--- src/rtl/lfsr_scan_display.sv ---
// Pseudo-random display engine: Fibonacci LFSR stepped by prescaler tick (run) or step edge (pause),
// with the top nibbles multiplexed onto one seven-segment bus. Optional load port: LFSR_SCAN_LOAD_EN.
module lfsr_scan_display #(
    parameter int                 width_p      = 11,
    parameter logic [width_p-1:0] taps_p       = 11'h500,
    parameter logic [width_p-1:0] seed_p       = {{(width_p-1){1'b0}}, 1'b1},
    parameter int                 tick_width_p = 22,
    parameter int                 digits_p     = 2,
    parameter int                 scan_width_p = 14
) (
    input  logic                clk_i,
    input  logic                reset_i,
    input  logic                run_i,
    input  logic                step_i,
`ifdef LFSR_SCAN_LOAD_EN
    input  logic                load_i,
    input  logic [width_p-1:0]  load_data_i,
`endif
    output logic [width_p-1:0]  data_o,
    output logic                adv_o,
    output logic                tick_o,
    output logic [6:0]          seg_o,
    output logic [digits_p-1:0] dig_o
);

    localparam int idx_w_lp = (digits_p > 1) ? $clog2(digits_p) : 1;
    localparam int win_lo_lp = width_p - 4 * digits_p;

    logic [tick_width_p-1:0] tick_cnt_r;
    logic [scan_width_p-1:0] scan_cnt_r;
    logic [idx_w_lp-1:0]     dig_idx_r;
    logic [idx_w_lp-1:0]     dig_idx_next_s;
    logic [digits_p-1:0]     dig_r;
    logic [width_p-1:0]      data_r;
    logic [width_p-1:0]      data_next_s;
    logic                    adv_r;
    logic                    adv_s;
    logic                    step_q_r;
    logic                    tick_s;
    logic                    edge_s;
    logic [3:0]              nibble_s;

    // Shift left and append tap parity; a zero state can only recover via the seed.
    function automatic logic [width_p-1:0] lfsr_next(input logic [width_p-1:0] d);
        if (d == {width_p{1'b0}}) begin
            lfsr_next = seed_p;
        end else begin
            lfsr_next = {d[width_p-2:0], ^(d & taps_p)};
        end
    endfunction

    // Segment pattern {g,f,e,d,c,b,a}, active-low.
    function automatic logic [6:0] hex2ssd(input logic [3:0] h);
        case (h)
            4'h0:    hex2ssd = 7'b1000000;
            4'h1:    hex2ssd = 7'b1111001;
            4'h2:    hex2ssd = 7'b0100100;
            4'h3:    hex2ssd = 7'b0110000;
            4'h4:    hex2ssd = 7'b0011001;
            4'h5:    hex2ssd = 7'b0010010;
            4'h6:    hex2ssd = 7'b0000010;
            4'h7:    hex2ssd = 7'b1111000;
            4'h8:    hex2ssd = 7'b0000000;
            4'h9:    hex2ssd = 7'b0010000;
            4'hA:    hex2ssd = 7'b0001000;
            4'hB:    hex2ssd = 7'b0000011;
            4'hC:    hex2ssd = 7'b1000110;
            4'hD:    hex2ssd = 7'b0100001;
            4'hE:    hex2ssd = 7'b0000110;
            4'hF:    hex2ssd = 7'b0001110;
            default: hex2ssd = 7'b1111111;
        endcase
    endfunction

    assign tick_s = &tick_cnt_r;
    assign edge_s = step_i & ~step_q_r;

    // Advance decision and next LFSR value; a load overrides any advance.
    always_comb begin
        adv_s       = run_i ? tick_s : edge_s;
        data_next_s = data_r;
`ifdef LFSR_SCAN_LOAD_EN
        if (load_i) begin
            adv_s       = 1'b1;
            data_next_s = (load_data_i == {width_p{1'b0}}) ? seed_p : load_data_i;
        end else if (adv_s) begin
            data_next_s = lfsr_next(data_r);
        end else begin
            data_next_s = data_r;
        end
`else
        if (adv_s) begin
            data_next_s = lfsr_next(data_r);
        end else begin
            data_next_s = data_r;
        end
`endif
    end

    // LFSR state, advance pulse, step-edge history and free-running prescaler.
    always_ff @(posedge clk_i or posedge reset_i) begin
        if (reset_i) begin
            data_r     <= seed_p;
            adv_r      <= 1'b0;
            step_q_r   <= 1'b0;
            tick_cnt_r <= {tick_width_p{1'b0}};
        end else begin
            data_r     <= data_next_s;
            adv_r      <= adv_s;
            step_q_r   <= step_i;
            tick_cnt_r <= tick_cnt_r + {{(tick_width_p-1){1'b0}}, 1'b1};
        end
    end

    // Next digit index: steps when the scan counter is about to wrap.
    always_comb begin
        dig_idx_next_s = dig_idx_r;
        if (&scan_cnt_r) begin
            if (dig_idx_r == idx_w_lp'(digits_p - 1)) begin
                dig_idx_next_s = {idx_w_lp{1'b0}};
            end else begin
                dig_idx_next_s = dig_idx_r + {{(idx_w_lp-1){1'b0}}, 1'b1};
            end
        end else begin
            dig_idx_next_s = dig_idx_r;
        end
    end

    // Scan counter, digit index and its one-hot select, kept in lockstep.
    always_ff @(posedge clk_i or posedge reset_i) begin
        if (reset_i) begin
            scan_cnt_r <= {scan_width_p{1'b0}};
            dig_idx_r  <= {idx_w_lp{1'b0}};
            dig_r      <= {{(digits_p-1){1'b0}}, 1'b1};
        end else begin
            scan_cnt_r <= scan_cnt_r + {{(scan_width_p-1){1'b0}}, 1'b1};
            dig_idx_r  <= dig_idx_next_s;
            dig_r      <= {{(digits_p-1){1'b0}}, 1'b1} << dig_idx_next_s;
        end
    end

    // Pick the window nibble for the selected digit.
    always_comb begin
        nibble_s = 4'h0;
        for (int k = 0; k < digits_p; k++) begin
            if (dig_idx_r == idx_w_lp'(k)) begin
                nibble_s = data_r[win_lo_lp + 4*k +: 4];
            end else begin
                nibble_s = nibble_s;
            end
        end
    end

    assign data_o = data_r;
    assign adv_o  = adv_r;
    assign tick_o = tick_s;
    assign dig_o  = dig_r;
    assign seg_o  = hex2ssd(nibble_s);

endmodule

--- config.mk ---
export PLATFORM = sky130hd
export DESIGN_NAME = lfsr_scan_display
export DESIGN_NICKNAME = d
export VERILOG_FILES = /design/src/rtl/lfsr_scan_display.sv
export SDC_FILE = /design/constraint.sdc
export NUM_CORES = 1
export LEC_CHECK = 0
export CORE_ASPECT_RATIO = 0.8
export CORE_MARGIN = 2
export CORE_UTILIZATION = 49
export DETAILED_ROUTE_END_ITERATION = 10
export MAX_ROUTING_LAYER = met4
export PLACE_DENSITY = 0.7
export SLEW_MARGIN = 20
export SYNTH_ARGS = -nofsm -noshare
export SYNTH_HDL_FRONTEND = slang
export SYNTH_SLANG_ARGS = --single-unit
--- constraint.sdc ---
create_clock -name clk_i -period 2.23 [get_ports clk_i]
set_input_delay 0.3345 -clock clk_i [delete_from_list [all_inputs] [get_ports clk_i]]
set_output_delay 0.3345 -clock clk_i [all_outputs]
set_load 0.02 [all_outputs]
==> results of run 1 <==
## cell usage in the layout (no fill, tap or decap), drive strengths merged
master / n
nand2b: 1
dfrtp: 49
a211oi: 1
mux2i: 5
and3: 3
clkinv: 1
clkinvlp: 1
mux2: 11
a311oi: 1
nor3b: 1
ha: 8
a21oi: 5
and4: 3
dfstp: 2
nor3: 8
nand3: 16
nor2b: 1
xor2: 16
nor4: 5
buf: 36
nor2: 12
clkdlybuf4s50: 17
o32ai: 1
clkbuf: 7
nand4: 8
inv: 10
mux4: 1
or2: 1
xnor2: 18
o22ai: 2
o21ai: 3
and2: 1
nand2: 16
## cell families after synthesis
kind of cell / Yosys count / synth area share, %
adder cells (fa/ha/maj): 8 / 4.07
buffers and inverters: 14 / 2.69
AO/OA/AOI/OAI: 13 / 3.30
flip-flops: 51 / 51.9
multiplexers: 17 / 9.35
XOR/XNOR: 34 / 12.1
AND/OR/NAND/NOR: 76 / 16.6
## metrics by stage
stage | setup WS, ps | setup TNS [ps] | hold WS [ps] | area (µm²)
2_1_floorplan | 95.5 | 0 | 366 | 2460
3_3_place_gp | -148 | -424 | 454 | 2960
3_5_place_dp | -216 | -834 | 459 | 2960
4_1_cts | -181 | -477 | 367 | 3070
5_1_grt | -209 | -716 | 400 | 3110
6_report | -142 | -232 | 352 | 3110
## how the worst min path moves through the flow
stage,end,cells after the start
after floorplan,step_q_r,0
after global placement,scan_cnt_r[10],1
after detailed placement,tick_cnt_r[20],1
after CTS,scan_cnt_r[0],2
after global routing,data_o[2],2
final,scan_cnt_r[0],2
## worst register-to-register path, stage by stage, from the launching register on
cell	delay, ps
dfrtp_1	390
ha_1	210
nand4_1	180
nor3_4	60
buf_4	160
a21oi_4	440
mux2_2	400
## power by group through the flow
| stage | sequential [µW] | combinational [µW] | clock [µW] |
|---|---|---|---|
| after global routing | 1100 | 1640 | 574 |
| after floorplan | 1210 | 632 | 0 |
| after global placement | 1090 | 1450 | 0 |
| after CTS | 1080 | 1430 | 533 |
| after detailed placement | 1090 | 1470 | 0 |
| final | 1090 | 1530 | 514 |
## cell type report
| cell class | instances | share of cell area, % |
|---|---|---|
| clock buffer | 6 | 2.33 |
| clock inverter | 2 | 0.402 |
| inverter | 10 | 1.21 |
| multi-input combinational | 148 | 37.8 |
| sequential | 51 | 41.1 |
| tap | 62 | 2.49 |
| timing repair buffer | 54 | 14.6 |
## timing repair
item	4_1_cts	5_1_grt
pin swaps	3	1
setup buffers	2	1
gates resized for setup	34	25
setup endpoints to repair	9	8
## synthesized netlist by cell type, drive strengths merged (4+ instances only)
| library cell | number | area share [%] |
|---|---|---|
| a21oi | 5 | 1.2 |
| buf | 4 | 1.2 |
| dfrtp | 49 | 50 |
| ha | 8 | 4.1 |
| inv | 10 | 1.5 |
| mux2 | 11 | 6.4 |
| mux2i | 5 | 2.0 |
| nand2 | 16 | 2.4 |
| nand3 | 16 | 3.5 |
| nand4 | 8 | 2.3 |
| nor2 | 12 | 1.8 |
| nor3 | 8 | 2.1 |
| nor4 | 5 | 1.3 |
| xnor2 | 18 | 6.4 |
| xor2 | 16 | 5.7 |
## state kept, by name (all words and copies together), names as in the netlist
name	count
data_o	11
dig_idx_r	1
tick_cnt_r	22
scan_cnt_r	14
adv_o	1
dig_o	1
step_q_r	1
## metal layers
metal	part of all wire, %	vias to the layer above	wire length (µm)
met2	44	32	1930
met3	4.5	2	196
met4	0.78	0	34
li1	-	851	-
met5	0	-	0
met1	51	846	2220
==> run_results.csv, run 1 <==
group,metric,value,unit
clocking,cts_tree,"done",
worst_setup_path,worst_path_max_delay_cell,"dfrtp_2",
global_routing,grt_overflow,0,
worst_setup_path,critPathLaunchType,"flip-flop",
timing,worstMarginPinSlew,524,ps
place,placed_cells,323,
global_routing,antenna_found_initial,0,
synthesis,yosys_warnings,0,
timing,setup_viol,5,
worst_setup_path,cp_max_fo,4,
clocking,path_clk_slew,90,ps
layout,diodes,0,
worst_setup_path,crit_arrival,2040,ps
drt,wl_per_cell,13.1,µm
worst_setup_path,crit_chain,"mux2i_4 -> buf_6 -> ha_4 -> inv_2 -> mux4_2 -> buf_6",
worst_hold_path,hold_path.class,"in -> async",
clocking,clk-insertion-delay-late,300,ps
synthesis,netlist_area,2460,µm²
power,p_total,3130,µW
worst_setup_path,crit_family,"multiplexers",
synthesis,synth_edf_count,0,
timing,rsz0062_at_grt,"true",
place,place_hpwl,3160,µm
global_routing,use_met1,22.9,%
synthesis,synthCells,213,
place,port_buffers,25,
power,p_seq_share,34.7,%
power,intPower,2030,µW
die,core_area,4920,µm²
die,initial_core_util,50.0,%
power,vdd_drop_max,907,µV
worst_setup_path,cpMostUsedCell,"buf_6",
timing,finalHoldViolations,0,
global_routing,grt_usage,17.5,%
timing,fin_skew,10.3,ps
power,power_leakage,0.00149,µW
worst_setup_path,critPathKind,"reg -> out",
power,combPwrFrac,48.9,%
layout,fill_cells,392,
run,drv_cap,0,
clocking,numCtsBuffers,5,
layout,multi_input_area,1180,µm²
die,die_y,67.4,µm
drt,drtIter0Drc,94,
worst_setup_path,path_buf_inv,3,
status,violations,"negative setup slack",
layout,fin_nets,282,
timing,slew_headroom,65.0,%
timing,drv_slew,0,
worst_setup_path,cp-startpoint,"dig_idx_r",
synthesis,synth_nets,225,
drt,wl,4380,µm
synthesis,ys_types,37,
synthesis,synthArstFlopShare,100,%
worst_setup_path,reg2reg_depth,6,
timing,period_needed,2370,ps
drt,drcViolationCount,0,
clocking,clkSinkCount,51,
clocking,root_buffer,"clkbuf_8",
layout,syn_to_final_growth,26.4,%
clocking,ctsHoldBuffers,0,
global_routing,grt_first_pass_wirelength,7450,µm
global_routing,grt_util_met2,26.5,%
timing,fmax,422,MHz
synthesis,avgSynthCellArea,11.6,µm²
layout,post-route-util,63.2,%
drt,drt-pass1-iter-count,4,
place,gp_congestion,0.779,
worst_setup_path,endpoint,"seg_o[3]",
synthesis,synth_seq_cells,51,
global_routing,met3_usage,5.01,%
layout,fin_cells,333,
worst_setup_path,r2r_start,"tick_cnt_r[0]",
die,ios,26,
status,status,"finished, violations left",
power,clockPowerShare,16.4,%
die,num_rows,23,
timing,layout_setup_ws,-142,ps
drt,viasPerCell,5.20,
worst_setup_path,cpPeakStageDelay,480,ps
power,power.density,1010,nW/µm²
worst_setup_path,end_kind,"output pin",
worst_setup_path,reg2reg_slack,290,ps
worst_setup_path,critPathRequiredTime,1900,ps
global_routing,first_global_vias,1605,
die,die_area,5610,µm²
worst_setup_path,reg2reg_to,"data_o[8]",
drt,antenna_left,0,
timing,fin_crit_sh,106,%
power,swShare,35.3,%
global_routing,top_usage_layer,"met2",
synthesis,synth_ff_type,"dfrtp_1",
synthesis,synth_seq_area_share,51.9,%
clocking,clock_path_buffers,2,
clocking,h-tree-depth,2,
worst_setup_path,cp.depth,6,
layout,regArea,1280,µm²
power,switching_power,1100,µW
global_routing,grt_max_degree,25,
die,die_w,83.3,µm
drt,vias,1731,
layout,drive_gt1_share,27.7,%
No activity file was read; power rests on OpenSTA's default activity.
==> run 2: changes to the inputs <==
--- a/config.mk
+++ b/config.mk
@@ -13,2 +13,3 @@
 export PLACE_DENSITY = 0.7
+export REMOVE_ABC_BUFFERS = 1
 export SLEW_MARGIN = 20
--- a/constraint.sdc
+++ b/constraint.sdc
@@ -3,2 +3,2 @@
 set_output_delay 0.3345 -clock clk_i [all_outputs]
-set_load 0.02 [all_outputs]
+set_load 0.05 [all_outputs]
==> run 2 against run 1 <==
Against the previous run:
- maximum frequency is 1.4% higher
- non-clock buffer count fell by 15
- first-iteration DRC count down 30%
- count of clock-buffer cells in the layout stayed put
- clock power up 21%
- the run still ends with negative setup slack left
- die area unchanged
- worst hold slack better by 2.0 ps
- routed wire length down 1.5%
- critical endpoint unchanged
- sequential power increased by 4%
==> run_results.csv, run 2 (synthesis gave the netlist of run 1 again) <==
group,metric,value,unit
worst_setup_path,r2r_start,"tick_cnt_r[17]",
layout,syn_to_final_growth,27.8,%
layout,drive_gt1_share,25.4,%
drt,drcViolationCount,0,
drt,wl,4310,µm
worst_setup_path,end_kind,"output pin",
layout,largest_register,"tick_cnt_r",
layout,fill_cells,378,
clocking,clk-insertion-delay-late,290,ps
drt,drt-pass1-iter-count,4,
clocking,cts_tree,"done",
timing,slew_headroom,63.8,%
drt,wl_per_cell,13.6,µm
place,place_ws,126,ps
power,p_total,3860,µW
clocking,clock_path_buffers,2,
clocking,clkSinkCount,51,
die,num_rows,23,
global_routing,antenna_found_initial,0,
die,die_y,67.4,µm
layout,diodes,0,
worst_setup_path,critPathRequiredTime,1900,ps
worst_setup_path,cpPeakStageDelay,480,ps
die,die_w,83.3,µm
timing,period_needed,2340,ps
drt,vias,1644,
place,place_hpwl,2980,µm
status,violations,"negative setup slack",
layout,final_common_cell,"dfrtp_1",
layout,final_cell_mix,"dfrtp_1, xnor2_1, clkdlybuf4s50_1",
timing,fin_skew,9.61,ps
global_routing,grt_overflow,0,
layout,fin_cells,318,
layout,fin_nets,267,
die,initial_core_util,50.0,%
worst_setup_path,cp-startpoint,"dig_idx_r",
clocking,root_buffer,"clkbuf_8",
timing,finalHoldViolations,0,
timing,drv_slew,0,
global_routing,grt_first_pass_wirelength,7070,µm
timing,worstMarginPinSlew,538,ps
layout,largest_reg_flops,22,
layout,post-route-util,64.0,%
worst_setup_path,crit_chain,"mux2i_2 -> inv_1 -> ha_1 -> mux4_2 -> buf_8",
power,vdd_drop_max,1500,µV
global_routing,first_global_vias,1513,
worst_hold_path,hold_path.class,"in -> async",
global_routing,grt_usage,16.5,%
timing,setup_viol,5,
drt,antenna_left,0,
worst_setup_path,crit_arrival,2000,ps
timing,layout_setup_ws,-109,ps
place,placed_cells,304,
worst_setup_path,worst_path_max_delay_cell,"mux4_2",
die,ios,26,
drt,drtIter0Drc,66,
clocking,path_clk_slew,90,ps
place,gp_congestion,0.765,
drt,viasPerCell,5.17,
clocking,numCtsBuffers,5,
worst_setup_path,cp_max_fo,4,
worst_setup_path,critPathLaunchType,"flip-flop",
place,port_buffers,25,
global_routing,grt_max_degree,22,
layout,multi_input_area,1200,µm²
layout,regArea,1280,µm²
power,power.density,1230,nW/µm²
status,status,"finished, violations left",
timing,fin_crit_sh,105,%
worst_setup_path,critPathKind,"reg -> out",
clocking,h-tree-depth,2,
power,power_leakage,0.00147,µW
run,drv_cap,0,
timing,fmax,428,MHz
die,die_area,5610,µm²
die,core_area,4920,µm²
timing,rsz0062_at_grt,"true",
run 2: cell types whose count changed in the layout (fill, tap and decap cells not counted), sizes merged:
cell / previous run / this run
buf: 36 / 22
bufinv: 0 / 1
clkbuf: 7 / 6
clkinv: 1 / 0
run 2: path summary, 6_finish.rpt:
kind,endpoint,slack [ps],depth (start not counted)
worst max-delay path,seg_o[3],-110,5
min in group clk_i,scan_cnt_r[10],460,1
worst min register to register,scan_cnt_r[10],460,1
max in group asynchronous,data_o[0],1330,3
worst max register to register,data_o[4],290,4
worst min-delay path,scan_cnt_r[8],350,2
run 2: layout make-up:
cell class	instances	area share (%)
sequential	51	40.7
multi-input combinational	148	38.0
timing repair buffer	39	14.1
tap	62	2.46
clock buffer	6	2.31
clock inverter	2	1.19
inverter	10	1.19
run 2: per-stage QoR:
step / hold slack, ps / instance area (µm²) / setup TNS (ps)
floorplan: 366 / 2430 / -5080
global placement: 449 / 2900 / 0
detailed placement: 457 / 2900 / 0
CTS: 366 / 3090 / -160
global route: 378 / 3150 / -747
finish: 354 / 3150 / -223
run 2: worst max-delay path, delay by kind of cell (launching register included):
kind / cells / cell delay [ps]
DFF: 1 / 430
adders and majority gates: 1 / 260
muxes: 2 / 720
buffers and inverters: 2 / 300
run 2: repair_timing:
action                     CTS  global route
pin swaps                    0             7
setup endpoints to repair    7             9
gates resized for setup     12            10
setup buffers                4             2
hold buffers                 0             0
run 2: routing by layer:
layer  track usage [%]  wire (µm)  vias up
li1                  -          -      819
met1              23.9       2300      803
met2              23.8       1870       17
met3              3.42         96        5
met4              4.92         45        0
met5                 -          0        -
run 2: report_power, final:
part / internal, µW / leakage, µW / switching [µW]
sequential: 1010 / 0.000662 / 115
combinational: 945 / 0.000756 / 1160
clock: 335 / 0.0000514 / 287
total: 2290 / 0.00147 / 1560
==> run 3: changes to the inputs <==
- SLEW_MARGIN: 20 -> 30
==> results of run 3 <==
Same layout as run 2: the final DEF is identical, and so are final timing and power.
